==> src/rtl/temp_avg_tenths_pkg.sv <==
// Shared types and constants for the temperature averaging / tenths-scaling path.
package temp_avg_tenths_pkg;

  localparam int TEMP_W    = 13;
  localparam int FRAC_BITS = 4;
  localparam int TENTHS_W  = 16;
  localparam int SCALE_MUL = 10;

  typedef enum logic [1:0] {
    IDLE,
    ACCUM,
    SCALE,
    PEND
  } state_t;

endpackage

==> src/rtl/temp_moving_avg.sv <==
// Moving average over 2^LOG2_N signed samples; the first sample prefills the window.
// Updates one cycle after upd; avg is combinational from the running sum (floors toward -inf).
module temp_moving_avg
  import temp_avg_tenths_pkg::*;
#(
  parameter int LOG2_N = 3
) (
  input  logic                     clk,
  input  logic                     reset,
  input  logic                     upd,
  input  logic signed [TEMP_W-1:0] sample,
  output logic signed [TEMP_W-1:0] avg,
  output logic                     filled
);

  localparam int N     = 1 << LOG2_N;
  localparam int IDX_W = (LOG2_N > 0) ? LOG2_N : 1;
  localparam int SUM_W = TEMP_W + LOG2_N;

  logic signed [TEMP_W-1:0] win [N];
  logic [IDX_W-1:0]         idx;
  logic signed [SUM_W-1:0]  sum;

  always_ff @(posedge clk or posedge reset) begin
    if (reset) begin
      for (int i = 0; i < N; i++) win[i] <= '0;
      idx    <= '0;
      sum    <= '0;
      filled <= 1'b0;
    end else if (upd) begin
      if (!filled) begin
        // Seed the whole window so the first result is the sample itself.
        for (int i = 0; i < N; i++) win[i] <= sample;
        sum    <= SUM_W'(sample) <<< LOG2_N;
        filled <= 1'b1;
      end else begin
        win[idx] <= sample;
        sum      <= sum - SUM_W'(win[idx]) + SUM_W'(sample);
        idx      <= (LOG2_N == 0) ? '0 : idx + IDX_W'(1);
      end
    end
  end

  // Taking the upper bits of the sum is the arithmetic shift right by LOG2_N.
  assign avg = sum[LOG2_N +: TEMP_W];

endmodule

==> src/rtl/temp_avg_tenths.sv <==
// Sensor sample capture, moving average, tenths-of-degree scaling and BCD trigger handshake.
// Trigger 3 cycles after the rdy_in edge; held in PEND while conv_idle is low (a newer sample replaces the result).
module temp_avg_tenths
  import temp_avg_tenths_pkg::*;
#(
  parameter int LOG2_N = 3,
  parameter bit ROUND  = 1'b1
) (
  input  logic                clk,
  input  logic                reset,
  input  logic [TEMP_W-1:0]   temp_in,
  input  logic                rdy_in,
  input  logic                err_in,
  input  logic                conv_idle,
  output logic                conv_trigger,
  output logic [TENTHS_W-1:0] tenths,
  output logic                negative,
  output logic                err_o,
  output logic                filled
);

  state_t state, state_nxt;

  logic                     rdy_d;
  logic                     cap_evt;
  logic                     accepting;
  logic                     take;
  logic                     upd;
  logic                     load;
  logic                     pending;
  logic signed [TEMP_W-1:0] sample_q;
  logic signed [TEMP_W-1:0] avg;
  logic [TEMP_W-1:0]        mag;
  logic [TENTHS_W-1:0]      t_scaled;
  logic [TENTHS_W-1:0]      tenths_nxt;
  logic                     neg_nxt;

  assign cap_evt   = rdy_in & ~rdy_d;
  assign accepting = (state == IDLE) || (state == PEND);
  assign take      = cap_evt & accepting & ~err_in;

  temp_moving_avg #(
    .LOG2_N(LOG2_N)
  ) u_avg (
    .clk   (clk),
    .reset (reset),
    .upd   (upd),
    .sample(sample_q),
    .avg   (avg),
    .filled(filled)
  );

  // |avg| * 10 / 16 with optional half-LSB rounding; |avg| tops out at 4096.
  assign mag        = avg[TEMP_W-1] ? -avg : avg;
  assign t_scaled   = TENTHS_W'(mag) * TENTHS_W'(SCALE_MUL)
                    + (ROUND ? TENTHS_W'(1 << (FRAC_BITS - 1)) : '0);
  assign tenths_nxt = t_scaled >> FRAC_BITS;
  assign neg_nxt    = avg[TEMP_W-1] && (tenths_nxt != '0);

  always_ff @(posedge clk or posedge reset) begin
    if (reset) begin
      state    <= IDLE;
      rdy_d    <= 1'b0;
      err_o    <= 1'b0;
      sample_q <= '0;
      tenths   <= '0;
      negative <= 1'b0;
      pending  <= 1'b0;
    end else begin
      state <= state_nxt;
      rdy_d <= rdy_in;
      if (cap_evt && accepting) err_o <= err_in;
      if (take) sample_q <= temp_in;
      if (load) begin
        tenths   <= tenths_nxt;
        negative <= neg_nxt;
        pending  <= 1'b1;
      end else if (conv_trigger) begin
        pending <= 1'b0;
      end
    end
  end

  always_comb begin
    state_nxt    = state;
    upd          = 1'b0;
    load         = 1'b0;
    conv_trigger = 1'b0;
    case (state)
      IDLE:  if (take) state_nxt = ACCUM;
      ACCUM: begin
        upd       = 1'b1;
        state_nxt = SCALE;
      end
      SCALE: begin
        load      = 1'b1;
        state_nxt = PEND;
      end
      PEND: begin
        // A fresh sample supersedes the unsent result rather than queueing a second trigger.
        if (take) begin
          state_nxt = ACCUM;
        end else if (conv_idle && pending) begin
          conv_trigger = 1'b1;
          state_nxt    = IDLE;
        end
      end
      default: state_nxt = IDLE;
    endcase
  end

  a_cap_state: assert property (@(posedge clk) disable iff (reset) cap_evt |-> accepting);

endmodule

==> config.mk <==
export PLATFORM = sky130hd
export DESIGN_NAME = temp_avg_tenths
export DESIGN_NICKNAME = d
export VERILOG_FILES = /design/src/rtl/temp_avg_tenths_pkg.sv /design/src/rtl/temp_moving_avg.sv /design/src/rtl/temp_avg_tenths.sv
export SDC_FILE = /design/constraint.sdc
export NUM_CORES = 1
export LEC_CHECK = 0
export ABC_AREA = 1
export ABC_CLOCK_PERIOD_IN_PS = 7450
export BUFFER_PORTS_ARGS = -buffer_cell sky130_fd_sc_hd__buf_2
export CORE_ASPECT_RATIO = 1.25
export CORE_UTILIZATION = 50
export CTS_BUF_LIST = sky130_fd_sc_hd__clkbuf_8
export DETAILED_ROUTE_END_ITERATION = 10
export HOLD_SLACK_MARGIN = 0.06
export PLACE_DENSITY = 0.65
export SLEW_MARGIN = 20
export SYNTH_ARGS = -nofsm -noshare
export SYNTH_HDL_FRONTEND = slang
export SYNTH_SLANG_ARGS = --single-unit
export TNS_END_PERCENT = 10
==> constraint.sdc <==
create_clock -name clk -period 7.45 [get_ports clk]
set_input_delay 0.745 -clock clk [delete_from_list [all_inputs] [get_ports clk]]
set_output_delay 0.745 -clock clk [all_outputs]
set_load 0.005 [all_outputs]
==> results.cfg <==
[status]
status = complete, no violations

[logic_synthesis]
async_flop_share = 1.00
yosys_most_used_dff = dfrtp_1
synth.avg_cell_area_sq_um = 8.06
synth_edf_count = 0
synth_seq_cells = 155
synthCells = 1111
synthDistinctLibCells = 44
yosysWarnings = 0
syn-cell-area_sq_um = 8960
synth_seq_area_share = 0.433

[clocking]
ctsHoldBuffers = 0
numCtsBuffers = 17
tritoncts = built
clockRootBuffer = clkbuf_8
cts_sinks = 155
clkTransAtPathRegs_ns = 0.09
ctsHtreeMaxLevel = 4
clock_latency_ns = 0.46
cts_buffer_depth = 2
cts_setup_buffers = 0
ctsResizeCount = 0

[worst_hold_path]
hp-class = in -> async

[place]
dp_hpwl_mm = 15.5
pre_cts_slack_ns = 3.37
port_buffers = 33
place.gp.congestion = 0.894

[sta]
fin_crit_sh = 0.556
hold_viol = 0
tightest_slew_ns = 1.10
timing.hold.ws_ns = 0.401
tns_ns = 0
rsz0062_at_grt = false
fin_ws_ns = 3.31
fin_crit_ns = 4.14
setup_violations = 0
skew_ns = 0.00929
report.final.slew_viol_count = 0
maxSlewHeadroom = 0.263
max_freq_mhz = 241

[die]
core_area_sq_um = 17500
die_y_um = 152
start_util = 0.512
dieArea_sq_um = 18500
ios = 38
die_w_um = 122
core.rowCount = 54

[global_route]
track_usage = 0.258
grt_pass1_vias = 7216
overflow = 0
grt_pass1_wl_mm = 36.0
grt_max_degree = 84
grt_antenna_before_repair = 0

[cells_and_area]
final_common_cell = nand2_1
mostFrequentLayoutCells = 298 x nand2_1, 161 x o21ai_0, 155 x dfrtp_1, 117 x inv_1, 44 x ha_1
drive_gt1_frac = 0.0992
area_growth_pct = 9.09
antenna_cells_inserted = 0
final_nets = 1214

[critical_path]
critPathArrivalTime_ns = 4.50
r2r_cells = 18
critPathCapture = u_avg.sum[12]
critPathMaxFanout = 14
path_class = reg -> reg
critPathLaunchType = flip-flop
crit_start = u_avg.idx[2]
ff2ff_setup_slack_ns = 3.31
worstReg2RegStart = u_avg.idx[2]
cp-end-kind = flip-flop
crit_required_ns = 7.81
reg2reg_to = u_avg.sum[12]

[detailed_routing]
avgViaCountPerCell = 5.49
routed_wl_mm = 21.9
postRouteAntennaNets = 0
vias = 7538
drt_iter0_markers = 460
firstDrtPassIters = 5
drc = 0
wl_per_cell_um = 15.9

[job]
maxCapViolCount = 0
[synthesized netlist by cell type (2+ instances only)]
library cell  number  area, sq um
nor3_1            13         65.1
o211ai_1           3         22.5
nor2_1            39          146
clkbuf_1          36          135
fa_1              16          320
o21ai_1           10         50.1
a21oi_1           33          165
or2_2              2         12.5
xnor2_1            2         17.5
nand3_2            4         40.0
a221oi_1          11         96.3
nand3_1           40          200
nor2_2             5         31.3
buf_4              4         30.0
o21ai_0          161          806
a31oi_1            6         37.5
inv_1            117          439
clkinv_1           6         22.5
ha_1              44          551
nand2_2           10         62.6
nand4_1           23          144
o22ai_1            2         12.5
a21boi_0           2         15.0
buf_2              6         30.0
nand3b_1           3         22.5
xor2_1            16          140
a22o_1            13          114
inv_2              3         11.3
nand2_1          298         1120
dfrtp_1          155         3880
a22oi_1           14          105
o21bai_1           2         15.0
[kinds of logic (layout without fill, tap and decap cells)]
logic type                 Yosys count  count (layout)  share of synthesized area
AOI/OAI and AO/OA                  262             262                      0.166
other                                1               4                   0.000419
xor gates and xnor gates            18              18                     0.0176
adders and majority gates           60              60                     0.0972
DFF                                155             155                      0.433
buffers and inverters              174             209                     0.0762
and+or+nand+nor                    441             441                      0.210
[metrics by stage]
stage	area, sq um	utilization	cells
after floorplan	8970	-	1114
after global placement	9360	0.535	1341
after detailed placement	9360	0.535	1341
after CTS	9770	0.558	1373
after global routing	9770	0.559	1373
final	9770	0.559	1373
[flip-flops by register name, indices dropped and copies added, names as in the netlist]
signal and flops:
negative 1, u_avg.idx 3, sample_q 13, state 2, u_avg.sum 16, u_avg.filled 1
u_avg.win 104, err_o 1, rdy_d 1, tenths 12, pending 1
[worst max-delay path, stage by stage (launching register included)]
cell,delay [ns]
dfrtp_1,0.43
inv_1,0.15
nor3_2,0.85
a22oi_1,0.22
nand4_1,0.22
ha_1,0.14
inv_1,0.04
ha_1,0.19
fa_1,0.41
nand3_1,0.14
a31oi_1,0.12
nor2_1,0.23
o21ai_1,0.13
a21boi_0,0.37
o21ai_0,0.15
nand2_1,0.08
nand3_1,0.07
nand2_1,0.07
nand2_1,0.04
[layer usage]
metal,GRT usage,vias up,wire (um)
li1,-,3719,-
met1,0.300,3632,9340
met5,0,-,0
met2,0.456,140,11100
met4,0.123,0,790
met3,0.0457,47,702
[cell type report]
class,count,area (sq um)
Fill cell,1670,7720
Multi-Input combinational cell,785,4420
Sequential cell,155,3880
Inverter,126,478
Timing Repair Buffer,51,304
Tap cell,224,280
Clock buffer,20,275
Clock inverter,12,136
[worst min-delay path by stage]
stage / to / slack [ns] / cells past startpoint
floorplan: u_avg.win[17] / 0.45 / 2
global placement: tenths[11] / 0.46 / 2
detailed placement: tenths[11] / 0.47 / 2
CTS: rdy_d / 0.38 / 1
global route: rdy_d / 0.37 / 1
finish: tenths[4] / 0.40 / 2
Power is left out: the tool's default activity adds up to more than one toggle a clock period on the data nets, which glitch-free logic cannot reach.
